===== config.mk =====
export PLATFORM = sky130hd
export DESIGN_NAME = board_mem_arbiter
export DESIGN_NICKNAME = d
export VERILOG_FILES = /design/src/rtl/board_mem_arbiter_pkg.sv /design/src/rtl/board_mem_arbiter_tag_pipe.sv /design/src/rtl/board_mem_arbiter.sv
export SDC_FILE = /design/constraint.sdc
export NUM_CORES = 1
export LEC_CHECK = 0
export CORE_MARGIN = 3
export CORE_UTILIZATION = 42
export DETAILED_ROUTE_END_ITERATION = 16
export PLACE_DENSITY = 0.81
export SETUP_SLACK_MARGIN = 0.2
export SKIP_LAST_GASP = 1
export SYNTH_ARGS = -nofsm -noshare
export SYNTH_HDL_FRONTEND = slang
export SYNTH_SLANG_ARGS = --single-unit

===== constraint.sdc =====
create_clock -name clk_in -period 2.4 [get_ports clk_in]
set_input_delay 0.48 -clock clk_in [delete_from_list [all_inputs] [get_ports clk_in]]
set_output_delay 0.48 -clock clk_in [all_outputs]
set_load 0.01 [all_outputs]

===== src/rtl/board_mem_arbiter_pkg.sv =====
// Shared types and board-wide sizes for the cell-memory arbiter.
package board_mem_arbiter_pkg;
  localparam int unsigned LOG_MAX_ADDR = 16;
  localparam int unsigned LINE_WIDTH   = 32;

  typedef enum logic [1:0] {TAG_NONE, TAG_REND, TAG_ENG} arb_tag_t;
endpackage


===== src/rtl/board_mem_arbiter_tag_pipe.sv =====
// Fixed-depth shift register of read tags; clear flushes reads in flight.
module arb_tag_pipe
  import board_mem_arbiter_pkg::*;
#(
  parameter int unsigned DEPTH = 3
) (
  input  logic     clk,
  input  logic     clr,
  input  arb_tag_t tag_in,
  output arb_tag_t tag_out
);

  arb_tag_t stages [DEPTH];

  always_ff @(posedge clk) begin
    if (clr) begin
      for (int unsigned i = 0; i < DEPTH; i++) stages[i] <= TAG_NONE;
    end else begin
      stages[0] <= tag_in;
      for (int unsigned i = 1; i < DEPTH; i++) stages[i] <= stages[i-1];
    end
  end

  assign tag_out = stages[DEPTH-1];

endmodule


===== src/rtl/board_mem_arbiter.sv =====
// Arbitrates the single-port cell BRAM between the renderer fetch and the
// life-step engine, routing tagged read data back after a fixed latency.
module board_mem_arbiter
  import board_mem_arbiter_pkg::*;
#(
  parameter int unsigned ADDR_W       = LOG_MAX_ADDR,
  parameter int unsigned DATA_W       = LINE_WIDTH,
  parameter int unsigned MEM_LATENCY  = 2,
  parameter int unsigned STARVE_LIMIT = 8
) (
  input  logic              clk_in,
  input  logic              rst_in,
  input  logic              blank_in,
  input  logic              rend_req_in,
  input  logic [ADDR_W-1:0] rend_addr_in,
  output logic              rend_gnt_out,
  output logic              rend_valid_out,
  output logic [DATA_W-1:0] rend_data_out,
  input  logic              eng_req_in,
  input  logic              eng_we_in,
  input  logic [ADDR_W-1:0] eng_addr_in,
  input  logic [DATA_W-1:0] eng_wdata_in,
  output logic              eng_gnt_out,
  output logic              eng_valid_out,
  output logic [DATA_W-1:0] eng_data_out,
  output logic [ADDR_W-1:0] mem_addr_out,
  output logic              mem_we_out,
  output logic [DATA_W-1:0] mem_wdata_out,
  input  logic [DATA_W-1:0] mem_data_in
);

  localparam int unsigned       CNT_W = $clog2(STARVE_LIMIT + 1);
  localparam logic [CNT_W-1:0]  LIMIT = CNT_W'(STARVE_LIMIT);

  logic [CNT_W-1:0] starve_cnt;
  logic             eng_wins;
  arb_tag_t         tag_issue;
  arb_tag_t         tag_ret;

  // Engine wins during blanking, on a forced slot, or when the renderer is idle.
  always_comb begin
    eng_wins     = eng_req_in && (blank_in || (starve_cnt == LIMIT) || !rend_req_in);
    eng_gnt_out  = !rst_in && eng_wins;
    rend_gnt_out = !rst_in && rend_req_in && !eng_wins;
    tag_issue    = TAG_NONE;
    if (eng_gnt_out && !eng_we_in) tag_issue = TAG_ENG;
    else if (rend_gnt_out)         tag_issue = TAG_REND;
  end

  arb_tag_pipe #(
    .DEPTH (1 + MEM_LATENCY)
  ) u_tag_pipe (
    .clk     (clk_in),
    .clr     (rst_in),
    .tag_in  (tag_issue),
    .tag_out (tag_ret)
  );

  always_ff @(posedge clk_in) begin
    if (rst_in) begin
      starve_cnt     <= '0;
      mem_addr_out   <= '0;
      mem_we_out     <= 1'b0;
      mem_wdata_out  <= '0;
      rend_valid_out <= 1'b0;
      rend_data_out  <= '0;
      eng_valid_out  <= 1'b0;
      eng_data_out   <= '0;
    end else begin
      if (eng_gnt_out || !eng_req_in)
        starve_cnt <= '0;
      else if (rend_gnt_out && (starve_cnt != LIMIT))
        starve_cnt <= starve_cnt + 1'b1;

      mem_we_out <= eng_gnt_out && eng_we_in;
      if (eng_gnt_out) begin
        mem_addr_out  <= eng_addr_in;
        mem_wdata_out <= eng_wdata_in;
      end else if (rend_gnt_out) begin
        mem_addr_out  <= rend_addr_in;
      end

      rend_valid_out <= (tag_ret == TAG_REND);
      eng_valid_out  <= (tag_ret == TAG_ENG);
      if (tag_ret == TAG_REND) rend_data_out <= mem_data_in;
      if (tag_ret == TAG_ENG)  eng_data_out  <= mem_data_in;
    end
  end

endmodule


==> results.toml <==
[status]
outcome = "complete, no violations"

[critical_path]
start_kind = "flip-flop"
crit_end = "eng_gnt_out"
critPathRequiredTime_ps = 1920
reg2regPathDepth = 7
rr_endpoint = "starve_cnt[1]"
worstPathArrival_ps = 1650
worstSetupPathType = "reg -> out"
critPathMaxFanout = 3
r2r-start = "starve_cnt[0]"
startpoint = "starve_cnt[0]"
cp-end-kind = "output port"
reg2reg_slack_ps = 570

[global_route]
grt_pass1_vias = 4939
antenna_found_initial = 0
grt_pass1_wl_mm = 24.1
overflow = 0
grt_max_degree = 69
grt_usage = 0.234

[placed_design]
port_buffers = 218
dpl-instance-area_sq_mm = 0.00714
globalplace.congestion = 0.862
hpwl_mm = 10.5

[floorplanning]
fp.dieH_um = 113
fp.dieArea_sq_mm = 0.0129
start_util = 0.437
rows = 38
core_area_sq_mm = 0.0111
die_x_um = 113
io_pins = 219

[clock_network]
root_buffer = "clkbuf_16"
clock_latency_ps = 410
cts_buffers = 17
cts_hold_buffers = 0
cts_buffer_depth = 2
clock_sinks = 125
clk_pin_slew_ps = 60
tritoncts = "done"
cts_max_level = 4

[sta]
drv_slew = 0
slew_headroom = 0.538
fin_worst_skew_ps = 10.5
grt_setup_unrepaired = "false"
hold_viol = 0
period_minus_slack_ps = 2130
post-route-period-util = 0.887
fin_tns_setup_ps = 0
setup_viol = 0
max_freq_ghz = 0.470
tightest_slew_ps = 694

[logic_synthesis]
synth_nets = 663
synth_seq_cells = 125
ys_seq_area_frac = 0.516
synth_warnings = 0
syn_inst = 559
synth_top_area_cell = "dfxtp_1"
synth_cell_types = 29
synth_area_per_cell_sq_um = 8.67
synth_top_area_share = 0.516
syn_area_sq_mm = 0.00485
synth.area.top_cells = "dfxtp_1 (52%), a21oi_1 (9.9%), nand2_1 (9.9%), o211ai_1 (9.9%), a211oi_1 (5.0%)"

[layout]
nNetsFinal = 867
stdcell_area_sq_mm = 0.00776
area_delta_synth_final_pct = 60.2
diodes = 0
seq_area_sq_mm = 0.00250
fillerInstances = 839
multi_input_area_sq_mm = 0.00209
drive_gt1_frac = 0.0902

[worst_hold_path]
hold_path_depth = 1
hold_class = "reg -> reg"

[routing]
dr.pass1.iters = 5
wl_per_cell_um = 16.5
routed_wl_mm = 15.1
ant_nets = 0
via_per_inst = 5.37
vias = 4921
route.detailed.drc = 0
drt_iter0_markers = 334

[power]
vdd_ir_drop_max_v = 0.000408
cellLeakagePower_nw = 2.68
p_per_area_mw_per_mm2 = 683

[flow_run]
cap_violations = 0
final cells by class:
class / instances / area share
repair buffers: 245 / 0.307
flip-flops and latches: 125 / 0.323
clock inverters: 10 / 0.0147
well taps: 140 / 0.0226
multi-input cells: 370 / 0.270
inverters: 4 / 0.00193
clock buffers: 22 / 0.0611
state kept, by name, indices dropped and copies added, names as in the netlist:
name and cells:
mem_addr_out 16, eng_data_out 32, u_tag_pipe.stages 6, eng_valid_out 1
mem_we_out 1, starve_cnt 4, rend_valid_out 1, mem_wdata_out 32
rend_data_out 32
cells by family after synthesis:
group	after synthesis	synth area share
adders and majority gates	2	0.00516
muxes	16	0.0330
and+or+nand+nor	155	0.133
AOI/OAI and AO/OA	196	0.255
buffers and inverters	64	0.0555
xor gates and xnor gates	1	0.00181
DFF	125	0.516
per-layer routing:
layer  part of all wire  vias to the layer above  global-route usage
li1                   -                     2380                   -
met1               0.40                     2306               0.272
met2               0.49                      209               0.397
met3              0.088                       26              0.0838
met4              0.019                        0              0.0905
met5                  0                        -                   0
power breakdown:
group | total (W) | internal (W) | switching (W) | leakage, nW
combinational | 0.000609 | 0.000351 | 0.000258 | 1.38
sequential | 0.00219 | 0.00215 | 0.0000381 | 1.02
clock | 0.00250 | 0.00160 | 0.000899 | 0.278
total | 0.00530 | 0.00410 | 0.00120 | 2.68
Yosys cell counts, drive strengths merged:
cell,count
nand2,128
dfxtp,125
a21oi,96
o211ai,64
clkbuf,47
a211oi,32
mux2i,16
buf,13
nor2b,9
nor2,6
nand2b,4
inv,3
ha,2
a2111oi,1
a211o,1
and2,1
and3b,1
clkinv,1
nand3,1
nand3b,1
nand4b,1
nor3,1
nor3b,1
o21ai,1
o311ai,1
or4,1
xnor2,1
stage by stage:
stage | setup WS [ps] | hold slack (ps) | instances | total power, W | util
floorplan | 461 | 414 | 559 | 0.00246 | -
global placement | -101 | 422 | 879 | 0.00282 | 0.644
detailed placement | -156 | 431 | 879 | 0.00283 | 0.644
CTS | 208 | 435 | 913 | 0.00534 | 0.699
global route | 199 | 454 | 916 | 0.00548 | 0.701
finish | 270 | 432 | 916 | 0.00530 | 0.701
worst max-delay path, stage by stage (launching register included):
cell	delay (ps)
dfxtp_2	330
inv_1	40
ha_2	190
and3b_2	220
o21ai_2	150
buf_4	140
nor2_1	30
buf_4	140
worst min path at each step:
| stage | slack (ps) | end | startpoint |
|---|---|---|---|
| 4_1_cts | 440 | u_tag_pipe.stages[0][4] | u_tag_pipe.stages[0][2] |
| 2_1_floorplan | 410 | u_tag_pipe.stages[0][2] | u_tag_pipe.stages[0][0] |
| 6_report | 430 | u_tag_pipe.stages[0][4] | u_tag_pipe.stages[0][2] |
| 5_1_grt | 450 | u_tag_pipe.stages[0][4] | u_tag_pipe.stages[0][2] |
| 3_5_place_dp | 430 | u_tag_pipe.stages[0][4] | u_tag_pipe.stages[0][2] |
| 3_3_place_gp | 420 | u_tag_pipe.stages[0][3] | u_tag_pipe.stages[0][1] |
repair_timing:
action	in CTS	in global routing
pin swaps	2	2
setup endpoints to repair	2	2
buffers inserted	2	3
gates resized for setup	13	1
layout by cell type (no fill, tap or decap), drive strengths merged:
cell / n
nand2: 128
o311ai: 1
a2111oi: 1
and2: 1
inv: 3
nor2: 6
buf: 30
o21ai: 1
clkdlybuf4s50: 215
ha: 2
a211oi: 32
clkbuf: 22
nor2b: 9
nor3b: 1
nand2b: 4
or4: 1
nor3: 1
dfxtp: 125
nand3: 1
o211ai: 64
and3b: 1
bufinv: 2
clkinv: 5
a211o: 1
xnor2: 1
clkinvlp: 4
mux2i: 16
nand3b: 1
nand4b: 1
a21oi: 96
Note: power is estimated with default switching activity, not from simulation.
